===== config.mk =====
export PLATFORM = sky130hd
export DESIGN_NAME = preproc_norm_pipe
export DESIGN_NICKNAME = d
export VERILOG_FILES = /design/src/rtl/preproc_norm_pipe.sv
export SDC_FILE = /design/constraint.sdc
export NUM_CORES = 1
export LEC_CHECK = 0
export ABC_AREA = 1
export CORE_UTILIZATION = 30
export CTS_CLUSTER_DIAMETER = 150
export DETAILED_ROUTE_END_ITERATION = 16
export GPL_ROUTABILITY_DRIVEN = 0
export GPL_TIMING_DRIVEN = 0
export PLACE_DENSITY = 0.59
export SLEW_MARGIN = 20
export SYNTH_ARGS = -nofsm -noshare
export SYNTH_HDL_FRONTEND = slang
export SYNTH_SLANG_ARGS = --single-unit
export TNS_END_PERCENT = 10

===== constraint.sdc =====
create_clock -name clk -period 11.65 [get_ports clk]
set_input_delay 1.165 -clock clk [delete_from_list [all_inputs] [get_ports clk]]
set_output_delay 1.165 -clock clk [all_outputs]
set_load 0.02 [all_outputs]

===== src/rtl/preproc_norm_pipe.sv =====
// Pixel normaliser: out = sat(((in*scale + rnd) >> SHIFT) - offset), per-channel scale/offset.
// Two register stages (product, then shift/subtract/clamp) sharing one valid/ready stall.

module preproc_norm_cfg_lane #(
  parameter int SCALE_W    = 8,
  parameter int OFF_W      = 8,
  parameter int DEF_SCALE  = 147,
  parameter int DEF_OFFSET = 19
) (
  input  logic               clk,
  input  logic               rst_n,
  input  logic               we_i,
  input  logic [SCALE_W-1:0] scale_i,
  input  logic [OFF_W-1:0]   offset_i,
  output logic [SCALE_W-1:0] scale_o,
  output logic [OFF_W-1:0]   offset_o
);
  logic [SCALE_W-1:0] scale_q;
  logic [OFF_W-1:0]   offset_q;

  always_ff @(posedge clk or negedge rst_n) begin
    if (!rst_n) begin
      scale_q  <= SCALE_W'(DEF_SCALE);
      offset_q <= OFF_W'(DEF_OFFSET);
    end else if (we_i) begin
      scale_q  <= scale_i;
      offset_q <= offset_i;
    end
  end

  assign scale_o  = scale_q;
  assign offset_o = offset_q;
endmodule

module preproc_norm_pipe #(
  parameter int IN_W       = 8,
  parameter int OUT_W      = 8,
  parameter int SCALE_W    = 8,
  parameter int OFF_W      = 8,
  parameter int SHIFT      = 8,
  parameter int NUM_CH     = 1,
  parameter int ROUND      = 0,
  parameter int DEF_SCALE  = 147,
  parameter int DEF_OFFSET = 19,
  localparam int CH_W      = (NUM_CH > 1) ? $clog2(NUM_CH) : 1
) (
  input  logic               clk,
  input  logic               rst_n,
  input  logic               in_valid_i,
  output logic               in_ready_o,
  input  logic [IN_W-1:0]    in_data_i,
  input  logic               in_sof_i,
  output logic               out_valid_o,
  input  logic               out_ready_i,
  output logic [OUT_W-1:0]   out_data_o,
  output logic [CH_W-1:0]    out_ch_o,
  output logic               out_sof_o,
  input  logic               cfg_we_i,
  input  logic [CH_W-1:0]    cfg_ch_i,
  input  logic [SCALE_W-1:0] cfg_scale_i,
  input  logic [OFF_W-1:0]   cfg_offset_i,
  output logic [15:0]        sat_cnt_o
);
  localparam int STAGES = 2;
  localparam int PROD_W = IN_W + SCALE_W;
  localparam int SH_W   = PROD_W + 1;
  localparam int DIFF_W = ((SH_W > OFF_W) ? SH_W : OFF_W) + 2;
  localparam logic [SH_W-1:0] RND = (ROUND != 0) ? (SH_W'(1) << (SHIFT - 1)) : '0;
  localparam logic signed [DIFF_W-1:0] OMAX = DIFF_W'((1 << (OUT_W - 1)) - 1);
  localparam logic signed [DIFF_W-1:0] OMIN = DIFF_W'(-(1 << (OUT_W - 1)));

  typedef struct packed {
    logic [PROD_W-1:0] prod;
    logic [CH_W-1:0]   ch;
    logic              sof;
    logic [OFF_W-1:0]  off;
  } s1_t;

  typedef struct packed {
    logic [OUT_W-1:0] data;
    logic [CH_W-1:0]  ch;
    logic             sof;
    logic             sat;
  } s2_t;

  logic [STAGES:1] vld_pipe_q;
  s1_t             s1_q, s1_d;
  s2_t             s2_q, s2_d;
  logic [CH_W-1:0] ch_cnt_q, ch_cur, ch_nxt;
  logic [15:0]     sat_cnt_q, sat_cnt_d;
  logic            stall, accept;

  logic [NUM_CH-1:0][SCALE_W-1:0] scale_all;
  logic [NUM_CH-1:0][OFF_W-1:0]   off_all;
  logic [SCALE_W-1:0]             scale_sel;
  logic [OFF_W-1:0]               off_sel;

  assign stall      = vld_pipe_q[STAGES] & ~out_ready_i;
  assign in_ready_o = ~stall;
  assign accept     = in_valid_i & ~stall;

  // Out-of-range cfg_ch matches no lane, so the write is dropped.
  for (genvar g = 0; g < NUM_CH; g++) begin : g_lane
    preproc_norm_cfg_lane #(
      .SCALE_W(SCALE_W), .OFF_W(OFF_W), .DEF_SCALE(DEF_SCALE), .DEF_OFFSET(DEF_OFFSET)
    ) u_lane (
      .clk      (clk),
      .rst_n    (rst_n),
      .we_i     (cfg_we_i && (cfg_ch_i == CH_W'(g))),
      .scale_i  (cfg_scale_i),
      .offset_i (cfg_offset_i),
      .scale_o  (scale_all[g]),
      .offset_o (off_all[g])
    );
  end

  assign ch_cur = in_sof_i ? '0 : ch_cnt_q;
  assign ch_nxt = (ch_cur == CH_W'(NUM_CH - 1)) ? '0 : ch_cur + CH_W'(1);

  always_comb begin
    scale_sel = '0;
    off_sel   = '0;
    for (int c = 0; c < NUM_CH; c++) begin
      if (ch_cur == CH_W'(c)) begin
        scale_sel = scale_all[c];
        off_sel   = off_all[c];
      end
    end
  end

  always_comb begin
    s1_d      = '0;
    s1_d.prod = PROD_W'(in_data_i) * PROD_W'(scale_sel);
    s1_d.ch   = ch_cur;
    s1_d.sof  = in_sof_i;
    s1_d.off  = off_sel;
  end

  // One spare bit on the rounded product so the rounding add never loses its carry.
  logic [SH_W-1:0]          sh;
  logic signed [DIFF_W-1:0] diff;

  always_comb begin
    sh   = ({1'b0, s1_q.prod} + RND) >> SHIFT;
    diff = $signed({{(DIFF_W - SH_W){1'b0}}, sh})
         - $signed({{(DIFF_W - OFF_W){s1_q.off[OFF_W-1]}}, s1_q.off});
    s2_d      = '0;
    s2_d.ch   = s1_q.ch;
    s2_d.sof  = s1_q.sof;
    if (diff > OMAX) begin
      s2_d.data = OMAX[OUT_W-1:0];
      s2_d.sat  = 1'b1;
    end else if (diff < OMIN) begin
      s2_d.data = OMIN[OUT_W-1:0];
      s2_d.sat  = 1'b1;
    end else begin
      s2_d.data = diff[OUT_W-1:0];
    end
  end

  always_ff @(posedge clk or negedge rst_n) begin
    if (!rst_n) begin
      vld_pipe_q <= '0;
      s1_q       <= '0;
      s2_q       <= '0;
      ch_cnt_q   <= '0;
    end else if (!stall) begin
      vld_pipe_q <= {vld_pipe_q[STAGES-1:1], accept};
      if (accept) begin
        s1_q     <= s1_d;
        ch_cnt_q <= ch_nxt;
      end
      if (vld_pipe_q[1]) s2_q <= s2_d;
    end
  end

  // A new frame wins over a saturated beat leaving in the same cycle.
  always_comb begin
    sat_cnt_d = sat_cnt_q;
    if (accept && in_sof_i)
      sat_cnt_d = '0;
    else if (vld_pipe_q[STAGES] && out_ready_i && s2_q.sat && (sat_cnt_q != 16'hFFFF))
      sat_cnt_d = sat_cnt_q + 16'd1;
  end

  always_ff @(posedge clk or negedge rst_n) begin
    if (!rst_n) sat_cnt_q <= '0;
    else        sat_cnt_q <= sat_cnt_d;
  end

  assign out_valid_o = vld_pipe_q[STAGES];
  assign out_data_o  = s2_q.data;
  assign out_ch_o    = s2_q.ch;
  assign out_sof_o   = s2_q.sof;
  assign sat_cnt_o   = sat_cnt_q;
endmodule

**After elaboration in Yosys (flattened, before gate mapping)**

Cells that the tools add are included.

- Output and inout port bits: 28
- Register bits: 72

- Equal/unequal tests: 1
- $mul: 1
- Mux-type cells: 10
- $add $sub $neg: 3
- Bitwise operators: 5
- Order comparisons: 2
- Reduce and logical (&&, ||, !) cells: 8

Operators with widths:

| cell | number |
|---|---|
| $mux W16 | 2 |
| $mux W8 | 4 |
| $add A16 B1 Y16 const B | 1 |
| $mul A8 B8 Y16 | 1 |
| $ne A16 B16 Y1 const B | 1 |
| $gt A10 B8 Y1 const B | 1 |
| $lt A10 B8 Y1 const B | 1 |
| $sub A9 B8 Y10 | 1 |
| $logic_and A1 B1 Y1 | 5 |
| $mux W1 | 4 |
| $reduce_and A2 Y1 | 2 |
| $not A1 Y1 | 3 |
| $and A1 B1 Y1 | 2 |
| $reduce_bool A2 Y1 | 1 |
| $add A1 B1 Y1 const B | 1 |

**Depth between registers and ports, before layout**

- Word-level depth: 6
- Gate-level depth with buffers: 21
- Mapped depth without buffers: 20

**Modules after synthesis**

Synthesis repeated with hierarchy kept, for this count alone.

- Cell total of the unflattened synthesis: 738
- Area total of the unflattened synthesis: 5,472.7 um^2

Modules (own cells, without submodules):

| module | area an instance (um^2) | times used | cells an instance | seq. area each (um^2) |
|---|---|---|---|---|
| preproc_norm_pipe | 4,819.6 | 1 | 670 | 1,126.1 |
| preproc_norm_cfg_lane | 653.1 | 1 | 68 | 409.1 |

**Worst setup path after synthesis**

No wires, ideal clock.

- Kind: input -> register
- Start point: input port in_data_i[2]
- End point: register s1_q[25] in the netlist's numbering
- Data required time: 11.532 ns
- Setup slack: 6.910 ns
- Stages: 17
- Arrival: 4.622 ns
- Path through: clkbuf_1 nand2_1 inv_1 fa_1 fa_1 fa_1 inv_1 fa_1 inv_1 ha_1 a21o_1 nand3_1 nand2_1 a21oi_1 nand3_1 nand3_1 nand2_1

- Word-level cells in the longest chain between the ends: 1

Ends and longest elaborated chain:

| item | RTL line | text |
|---|---|---|
| start, declared | 51 | `input logic [IN_W-1:0] in_data_i,` |
| $mul A8 B8 Y16 | 133 | `s1_d.prod = PROD_W'(in_data_i) * PROD_W'(scale_sel);` |
| end signal, assigned | 164 | `s1_q <= '0;` |
| end signal, assigned | 170 | `s1_q <= s1_d;` |
| end, declared | 87 | `s1_t s1_q, s1_d;` |

Every way passes these cells.
A chain may end at the register's enable or synchronous reset.

**Worst setup path after layout**

- Start point: input port in_data_i[1]
- End point: register s1_q[22] in the netlist's numbering

The elaborated chain is that of the path after synthesis.

==> flow_summary.toml <==
[worst_setup_path]
crit_type = "in2reg"
cp_top_family = "adder cells"
start_kind = "input pin"
cp_slowest_cell = "clkdlybuf4s50_1"
worstPathArrival_ps = 5510
cp_num_buf_inv = 5
required_ps = 11890
crit_chain = "clkdlybuf4s50_1 -> nand2_1 -> inv_1 -> fa_1 -> fa_1 -> fa_1 -> inv_1 -> fa_1 -> inv_1 -> ha_1 -> nand2_1 -> nor2_1 -> inv_1 -> nor3_1 -> o21ai_0 -> a31oi_1"
worst_path_largest_cell_delay_ps = 580
end_kind = "flop"
worstPathMaxFanout = 7

[layout]
mostFrequentLayoutCell = "nand2_1"
syn_to_final_growth_pct = 20.58
n_antenna_cell = 0
final_cell_mix = "nand2_1 (227), inv_1 (152), dfrtp_1 (54), clkdlybuf4s50_1 (50), ha_1 (43)"
stdcell_area_um2 = 6611
final_cell_count_no_fill = 1034
fillers = 1888
drive_gt1_share_pct = 7.702
nets = 911

[clocking]
path_clk_slew_ps = 50
cts_buffers = 9
cts_setup_buffers = 0
clkLatencyLatePin_ps = 330
clock_path_buffers = 2
htree_num_levels = 3
cts_tree = "done"
hold_buffers = 0
clock_sinks = 61
cts_resized = 0
cts_root_buf = "clkbuf_16"

[logic_synthesis]
syn_inst = 738
synthArstFlopShare_pct = 100.0
yosysSeqAreaShare_pct = 28.00
ys.flop_type = "dfrtp_1"
synth-edff-count = 0
synth_area_per_cell_um2 = 7.429
syn_nets = 848
netlist_area_um2 = 5483
ys_ff_latch = 61
yosys_warnings = 0
ys_types = 35

[place]
place_area_um2 = 6305
io_buffer_count = 51
dp_cells = 1019
hpwl_um = 9397
post-place-ws_ps = 6054

[power]
cellLeakagePower_nw = 3.696
p_total_mw = 1.497
power_density_nw_per_um2 = 226.4
ir_worst_vdd_mv = 0.1571

[run_status]
status = "complete, no violations"

[grt]
antenna_found_initial = 0
grt_pass1_vias = 4463
track_usage_pct = 13.81
grt_pass1_wl_um = 20580
grt_max_degree = 52
overflow = 0

[timing]
grt_setup_unrepaired = "no"
tightest_slew_ps = 598.1
slew_headroom_pct = 60.13
fin_skew_ps = 13.62
setup_ws_ps = 6382
setup_violations = 0
max_freq_mhz = 189.8
hold_viol = 0
finalCriticalPeriod_ps = 5268
fin_crit_sh_pct = 45.22
setup_tns_ps = 0
maxSlewViolCount = 0

[routing]
dr.pass1.iters = 5
wl_per_cell_um = 11.37
route.detailed.drc = 0
ant_nets = 0
drt_wl_total_um = 11750
avgViaCountPerCell = 4.344
vias = 4492
drt-initial-drc-count = 230

[die]
dieHeight_um = 137.2
rows = 49
core_area_um2 = 17960
die-area_um2 = 18820
start_util_pct = 30.52
io_pins = 59
die_x_um = 137.2

[run]
max_cap_violations = 0

[hold_path]
hp-class = "reg2reg"
[logic make-up after synthesis]
logic type,count (synthesis),synth area share (%)
AND/OR/NAND/NOR,329,24.87
multiplexers,9,1.849
XOR/XNOR,16,2.556
buffers and inverters,188,13.65
flip-flops,61,28.00
other,1,0.06840
adder cells (fa/ha/maj),79,22.96
AO/OA/AOI/OAI,55,6.048
[Yosys cell counts (5+ instances only)]
cell type | n | area share, %
nor3_1 | 9 | 0.82
o21ai_2 | 7 | 1.1
nand4_1 | 5 | 0.57
fa_1 | 36 | 13
dfstp_2 | 7 | 3.4
o21ai_0 | 15 | 1.4
xor2_1 | 12 | 1.9
a21oi_1 | 22 | 2.0
dfrtp_1 | 54 | 25
buf_4 | 9 | 1.2
mux2_2 | 9 | 1.8
clkbuf_1 | 20 | 1.4
inv_1 | 152 | 10
nand3_1 | 41 | 3.7
o21bai_1 | 5 | 0.68
ha_1 | 43 | 9.8
nand2_1 | 227 | 16
nor2_1 | 35 | 2.4
[flip-flops by register name, indices dropped and copies added, names as in the netlist]
signal / count
s1_q: 17
g_lane.u_lane.scale_o: 8
g_lane.u_lane.offset_o: 8
s2_q: 1
out_data_o: 8
sat_cnt_o: 16
vld_pipe_q: 2
out_sof_o: 1
[metal layers]
layer | global-route usage [%] | vias to the layer above | part of all wire, %
li1 | - | 2345 | -
met1 | 17.22 | 2058 | 47
met2 | 24.30 | 82 | 48
met3 | 3.201 | 7 | 3.9
met4 | 2.625 | 0 | 0.55
met5 | 0 | - | 0
[final timing paths]
kind / cells past startpoint / start / end / slack [ps]
max in group asynchronous: 2 / rst_n / g_lane[0].u_lane.offset_o[1] / 10400
hold / removal: 2 / g_lane[0].u_lane.offset_o[0] / g_lane[0].u_lane.offset_o[0] / 470
setup reg to reg: 16 / g_lane[0].u_lane.scale_o[7] / s1_q[22] / 7020
setup / recovery: 16 / in_data_i[1] / s1_q[22] / 6380
hold reg to reg: 2 / g_lane[0].u_lane.offset_o[0] / g_lane[0].u_lane.offset_o[0] / 470
min in group asynchronous: 1 / rst_n / out_data_o[6] / 670
[worst register-to-register path, delay by kind of cell, from the launching register on]
family	cells	cell delay [ps]
buffers and inverters	5	610
DFF	1	510
AOI/OAI and AO/OA	2	320
adders and majority gates	5	2380
and+or+nand+nor	4	700
[power breakdown]
part	switching, mW	total [mW]	internal (mW)
registers	0.0338	0.301	0.268
clock network	0.0967	0.283	0.186
logic	0.546	0.913	0.366
total	0.677	1.50	0.820
[cell type report]
class	instances	area, µm²	share of cell area (%)
plain buffers	32	162.7	2.460
well taps	229	286.5	4.334
flip-flops and latches	61	1535	23.22
multi-input cells	489	3199	48.39
clock inverters	4	73.82	1.117
inverters	156	585.6	8.857
clock buffers	11	232.7	3.520
repair buffers	52	535.5	8.100
[stage by stage]
| stage | hold WS (ps) | util (%) |
|---|---|---|
| 4_1_cts | 469.0 | 36.80 |
| 6_report | 467.7 | 36.80 |
| 3_5_place_dp | 445.0 | 35.10 |
| 5_1_grt | 496.8 | 36.80 |
| 3_3_place_gp | 443.8 | 34.96 |
| 2_1_floorplan | 431.7 | - |
Note: power is estimated with default switching activity, not from simulation.
==> patch 1: new RTL, config.mk and constraints unchanged <==
`NUM_CH`: 1 -> 2.
--- a/src/rtl/preproc_norm_pipe.sv
+++ b/src/rtl/preproc_norm_pipe.sv
@@ -38,7 +38,7 @@
   parameter int SCALE_W    = 8,
   parameter int OFF_W      = 8,
   parameter int SHIFT      = 8,
-  parameter int NUM_CH     = 1,
+  parameter int NUM_CH     = 2,
   parameter int ROUND      = 0,
   parameter int DEF_SCALE  = 147,
   parameter int DEF_OFFSET = 19,
Behaviour: not the same (a bounded check fails within 4 cycles, from zero or initial values and one cycle with rst_n low).
==> patch 1 against the unedited design <==
- critical path depth grew 6
- worst setup slack worse by 840 ps
- wire length is 22% higher
- sequential cell count grew 19
- highest routed layer unchanged
- synthesized area increased by 10%
- final area up 11%
- fmax decreased by 14%
- final cell count increased by 8.0%
- largest power group unchanged
- power grew 14%
- via count rose by 14%
- die area rose by 10%
==> patch 1: results (changes against the unedited design) <==
metric	value	unit	change
netlist_top_cells_count	nand2_1, inv_1, nor2_1, dfrtp_1, o21ai_0		was nand2_1, inv_1, dfrtp_1, ha_1, nand3_1
drt_wl_total	14340	um	was 11750 um
cp.arrival	6340	ps	was 5510 ps
ys_top_cells_by_area	dfrtp_1, fa_1, nand2_1		was dfrtp_1, nand2_1, fa_1
firstDrtPassIters	4		was 5
post_dp_cell_area	6990	um2	was 6305 um2
grt_pass1_wl	25220	um	was 20580 um
port_buffers	58		was 51
irDropWorstVdd	0.00009851	V	was 0.0001571 V
worstPathMaxFanout	10		was 7
max-slew-margin-rel	37.65	%	was 60.13%
viasPerCell	4.568		was 4.344
synth_area_per_cell	7.791	um2	was 7.429 um2
status	complete, no violations		unchanged
track_usage	15.36	%	was 13.81%
yosysSeqAreaShare	33.36	%	was 28.00%
ys.flop_type	dfrtp_1		unchanged
layout-drive-gt1-share	7.981	%	was 7.702%
syn_nets	887		was 848
hp-class	reg2reg		unchanged
cp_slowest_cell	fa_1		was clkdlybuf4s50_1
internal_power	938.2	uW	was 820.1 uW
root_buffer	clkbuf_16		unchanged
skew	9.101	ps	was 13.62 ps
antenna_found_initial	0		unchanged
grt_max_degree	50		was 52
p_seq_share	21.9	%	was 20.1%
wl_per_cell	12.83	um	was 11.37 um
leakagePower	0.003714	uW	was 0.003696 uW
ys_async_sr_fraction	100.0	%	unchanged
rr_worst_depth	20		was 16
num-nets-final	957		was 911
first_global_vias	5155		was 4463
dpl.hpwl	11500	um	was 9397 um
fillers	2096		was 1888
drt-initial-drc-count	268		was 230
ys_types	39		was 35
cts_setup_buffers	0		unchanged
p_comb	1030	uW	was 913 uW
largest_reg_flops	18		was 17
dp.cells	1101		was 1019
post-place-ws	5144	ps	was 6054 ps
patch 1: changes by cell type after synthesis, sizes merged, moves of 9 or more:
| cell | before | now |
|---|---|---|
| nor2 | 37 | 83 |
| dfrtp | 54 | 66 |
| mux2 | 9 | 0 |
| clkbuf | 20 | 9 |
| inv | 156 | 129 |
| nand2 | 231 | 195 |
| o21ai | 23 | 63 |
patch 1: final cells by class:
class                   instances  area [um2]  share of cell area [%]
repair buffers                 59       605.6                   8.286
flip-flops and latches         80        2019                   27.63
inverters                     129       484.2                   6.626
well taps                     265       331.6                   4.537
clock buffers                  13       250.2                   3.424
clock inverters                 3       67.56                  0.9245
multi-input cells             545        3415                   46.72
plain buffers                  23       135.1                   1.849
patch 1: cells by family (layout without fill, tap and decap cells):
logic type / Yosys count / in the layout / synth area share (%)
and+or+nand+nor: 346 / 346 / 24.22
buffers and inverters: 152 / 227 / 10.23
AOI/OAI and AO/OA: 106 / 106 / 9.363
DFF: 80 / 80 / 33.36
adders and majority gates: 79 / 79 / 20.79
xor gates and xnor gates: 14 / 14 / 2.026
patch 1: worst reg2reg max path, cell delays in order (launching register included):
cell and delay [ps]:
dfrtp_1 440, nand2_2 190, inv_1 120, clkbuf_2 200
or2_2 300, o21a_1 150, inv_1 230, nor2_1 110
fa_1 570, fa_1 450, fa_1 540, inv_1 50
fa_1 530, inv_1 40, ha_1 350, a21oi_1 250
o21ai_0 140, a21oi_1 200, nand3_1 100, nand3_1 90
nand2_1 50
patch 1: path summary, 6_finish.rpt:
check                                   start                           to  slack, ps
worst max-delay path                 in_sof_i                     s1_q[25]       5540
worst min-delay path            vld_pipe_q[1]                vld_pipe_q[2]        480
worst max register to register       ch_cnt_q                     s1_q[25]       6450
worst min register to register  vld_pipe_q[1]                vld_pipe_q[2]        480
max in group asynchronous               rst_n  g_lane[1].u_lane.scale_o[1]      10240
min in group asynchronous               rst_n                 sat_cnt_o[4]        760
patch 1: per-layer routing:
layer | part of all wire, % | global-route usage, % | vias up | wire length, um
li1 | - | - | 2573 | -
met1 | 50 | 21.20 | 2434 | 7219
met2 | 46 | 25.45 | 90 | 6620
met3 | 3.1 | 2.583 | 6 | 444
met4 | 0.36 | 2.520 | 0 | 51
met5 | 0 | 0 | - | 0
patch 1: metrics by stage:
stage | power [uW] | hold WS (ps) | util [%]
6_report | 1713 | 475.4 | 37.31
5_1_grt | 1909 | 492.7 | 37.31
4_1_cts | 1732 | 472.7 | 37.31
3_5_place_dp | 1416 | 458.6 | 35.68
3_3_place_gp | 1394 | 455.7 | 35.56
2_1_floorplan | 1147 | 431.7 | -
==> patch 2: new RTL, config.mk and constraints unchanged <==
Made on the original files. Register the output `sat_cnt_o` once more, cleared by the reset; this adds one clock of latency there. The other outputs are not delayed to match.
--- a/src/rtl/preproc_norm_pipe.sv
+++ b/src/rtl/preproc_norm_pipe.sv
@@ -192,5 +192,11 @@
   assign out_data_o  = s2_q.data;
   assign out_ch_o    = s2_q.ch;
   assign out_sof_o   = s2_q.sof;
-  assign sat_cnt_o   = sat_cnt_q;
+  always_ff @(posedge clk or negedge rst_n) begin
+    if (!rst_n) begin
+      sat_cnt_o <= '0;
+    end else begin
+      sat_cnt_o <= sat_cnt_q;
+    end
+  end
 endmodule
Formal check against the unedited RTL: not equivalent (a bounded check fails within 10 cycles, from zero or initial values and one cycle with rst_n low).
==> patch 2 against the unedited design <==
- worst setup slack gained 180 ps
- final area increased by 6.8%
- die area increased by 7.0%
- non-clock buffer count is 2 lower
- wire length up 6.1%
- via count rose by 2.1%
- power is 8.7% higher
- synthesized area increased by 7.1%
- sequential cell count increased by 16
- clock skew down 5.7 ps
- critical path type unchanged
==> patch 2: results (changes against the unedited design) <==
metric	value	unit	change
critPathMaxStageDelay	550	ps	was 580 ps
grt_max_degree	58		was 52
track_usage	13.71	%	was 13.81%
clk_share	4.624	%	was 4.637%
multi_input_comb_cells	478		was 489
buffer_area_share	9.993	%	was 10.56%
post-place-ws	6215	ps	was 6054 ps
dp.cells	1054		was 1019
skew	7.924	ps	was 13.62 ps
netlist_top_cells_count	nand2_1, inv_1, dfrtp_1, ha_1, fa_1		was nand2_1, inv_1, dfrtp_1, ha_1, nand3_1
drt-met1-wl	6290	um	was 5536 um
fillers	1953		was 1888
cts.sinks	77		was 61
cp.arrival	5340	ps	was 5510 ps
num-nets-final	915		was 911
status	complete, no violations		unchanged
multiInputGateArea	3179	um2	was 3199 um2
dpl.hpwl	9799	um	was 9397 um
grt_pass1_wl	21870	um	was 20580 um
drt_wl_total	12470	um	was 11750 um
wl_per_cell	11.66	um	was 11.37 um
grt_use_met1	18.52	%	was 17.22%
irDropWorstVdd	0.00008698	V	was 0.0001571 V
layout-drive-gt1-share	8.889	%	was 7.702%
yosysSeqAreaShare	32.95	%	was 28.00%
clock_buffers	12		was 11
firstDrtPassIters	4		was 5
p_seq_share	22.9	%	was 20.1%
viasPerCell	4.288		was 4.344
p_comb	946	uW	was 913 uW
swShare	43.80	%	was 45.21%
syn_nets	852		was 848
regArea	1936	um2	was 1535 um2
first_global_vias	4607		was 4463
ys_types	39		was 35
synth_area_per_cell	7.917	um2	was 7.429 um2
ys_top_cells_by_area	dfrtp_1, nand2_1, fa_1		unchanged
leakagePower	0.003884	uW	was 0.003696 uW
dr_wl_met3	345	um	was 459 um
drt-initial-drc-count	167		was 230
## patch 2: changes by cell type after synthesis, sizes merged, moves of 2 or more
cell,before,now
nor3,11,15
clkbuf,20,15
a21oi,23,17
dfrtp,54,70
mux2,9,16
nand3,41,34
buf,12,15
xor2,12,8
o31ai,0,2
nor2,37,31
nand2,231,229
## patch 2: cell families after synthesis
logic type / count (synthesis) / synth area share [%]
xor+xnor: 12 / 1.789
compound gates: 52 / 4.963
other cells: 1 / 0.06384
flops: 77 / 32.95
simple gates: 318 / 22.81
fa+ha+maj: 79 / 21.43
mux: 16 / 3.067
buf+inv: 187 / 12.93
## patch 2: path summary, 6_finish.rpt
| path | endpoint | cells after the start | slack (ps) | from |
|---|---|---|---|---|
| setup / recovery | s1_q[22] | 16 | 6560 | in_data_i[1] |
| hold / removal | sat_cnt_o[14] | 0 | 380 | sat_cnt_q[14] |
| setup reg to reg | s1_q[22] | 16 | 7130 | g_lane[0].u_lane.scale_o[7] |
| hold reg to reg | sat_cnt_o[14] | 0 | 380 | sat_cnt_q[14] |
| max in group asynchronous | g_lane[0].u_lane.scale_o[4] | 2 | 10320 | rst_n |
| min in group asynchronous | out_data_o[3] | 1 | 710 | rst_n |
## patch 2: worst register-to-register path, stage by stage (launching register included)
cell and delay, ps:
dfstp_2 510, clkbuf_1 350, nand2_1 100, inv_1 110, fa_1 430, fa_1 520, fa_1 550, inv_1 60
fa_1 520, inv_1 40, ha_1 360, nand2_1 120, nor2_1 130, inv_1 50, nor3_1 290, o21ai_0 140
a31oi_1 150
## patch 2: stage by stage
step	power (uW)	area (um2)
2_1_floorplan	1093	5874
3_3_place_gp	1316	6710
3_5_place_dp	1328	6735
4_1_cts	1650	7062
5_1_grt	1814	7062
6_report	1627	7062
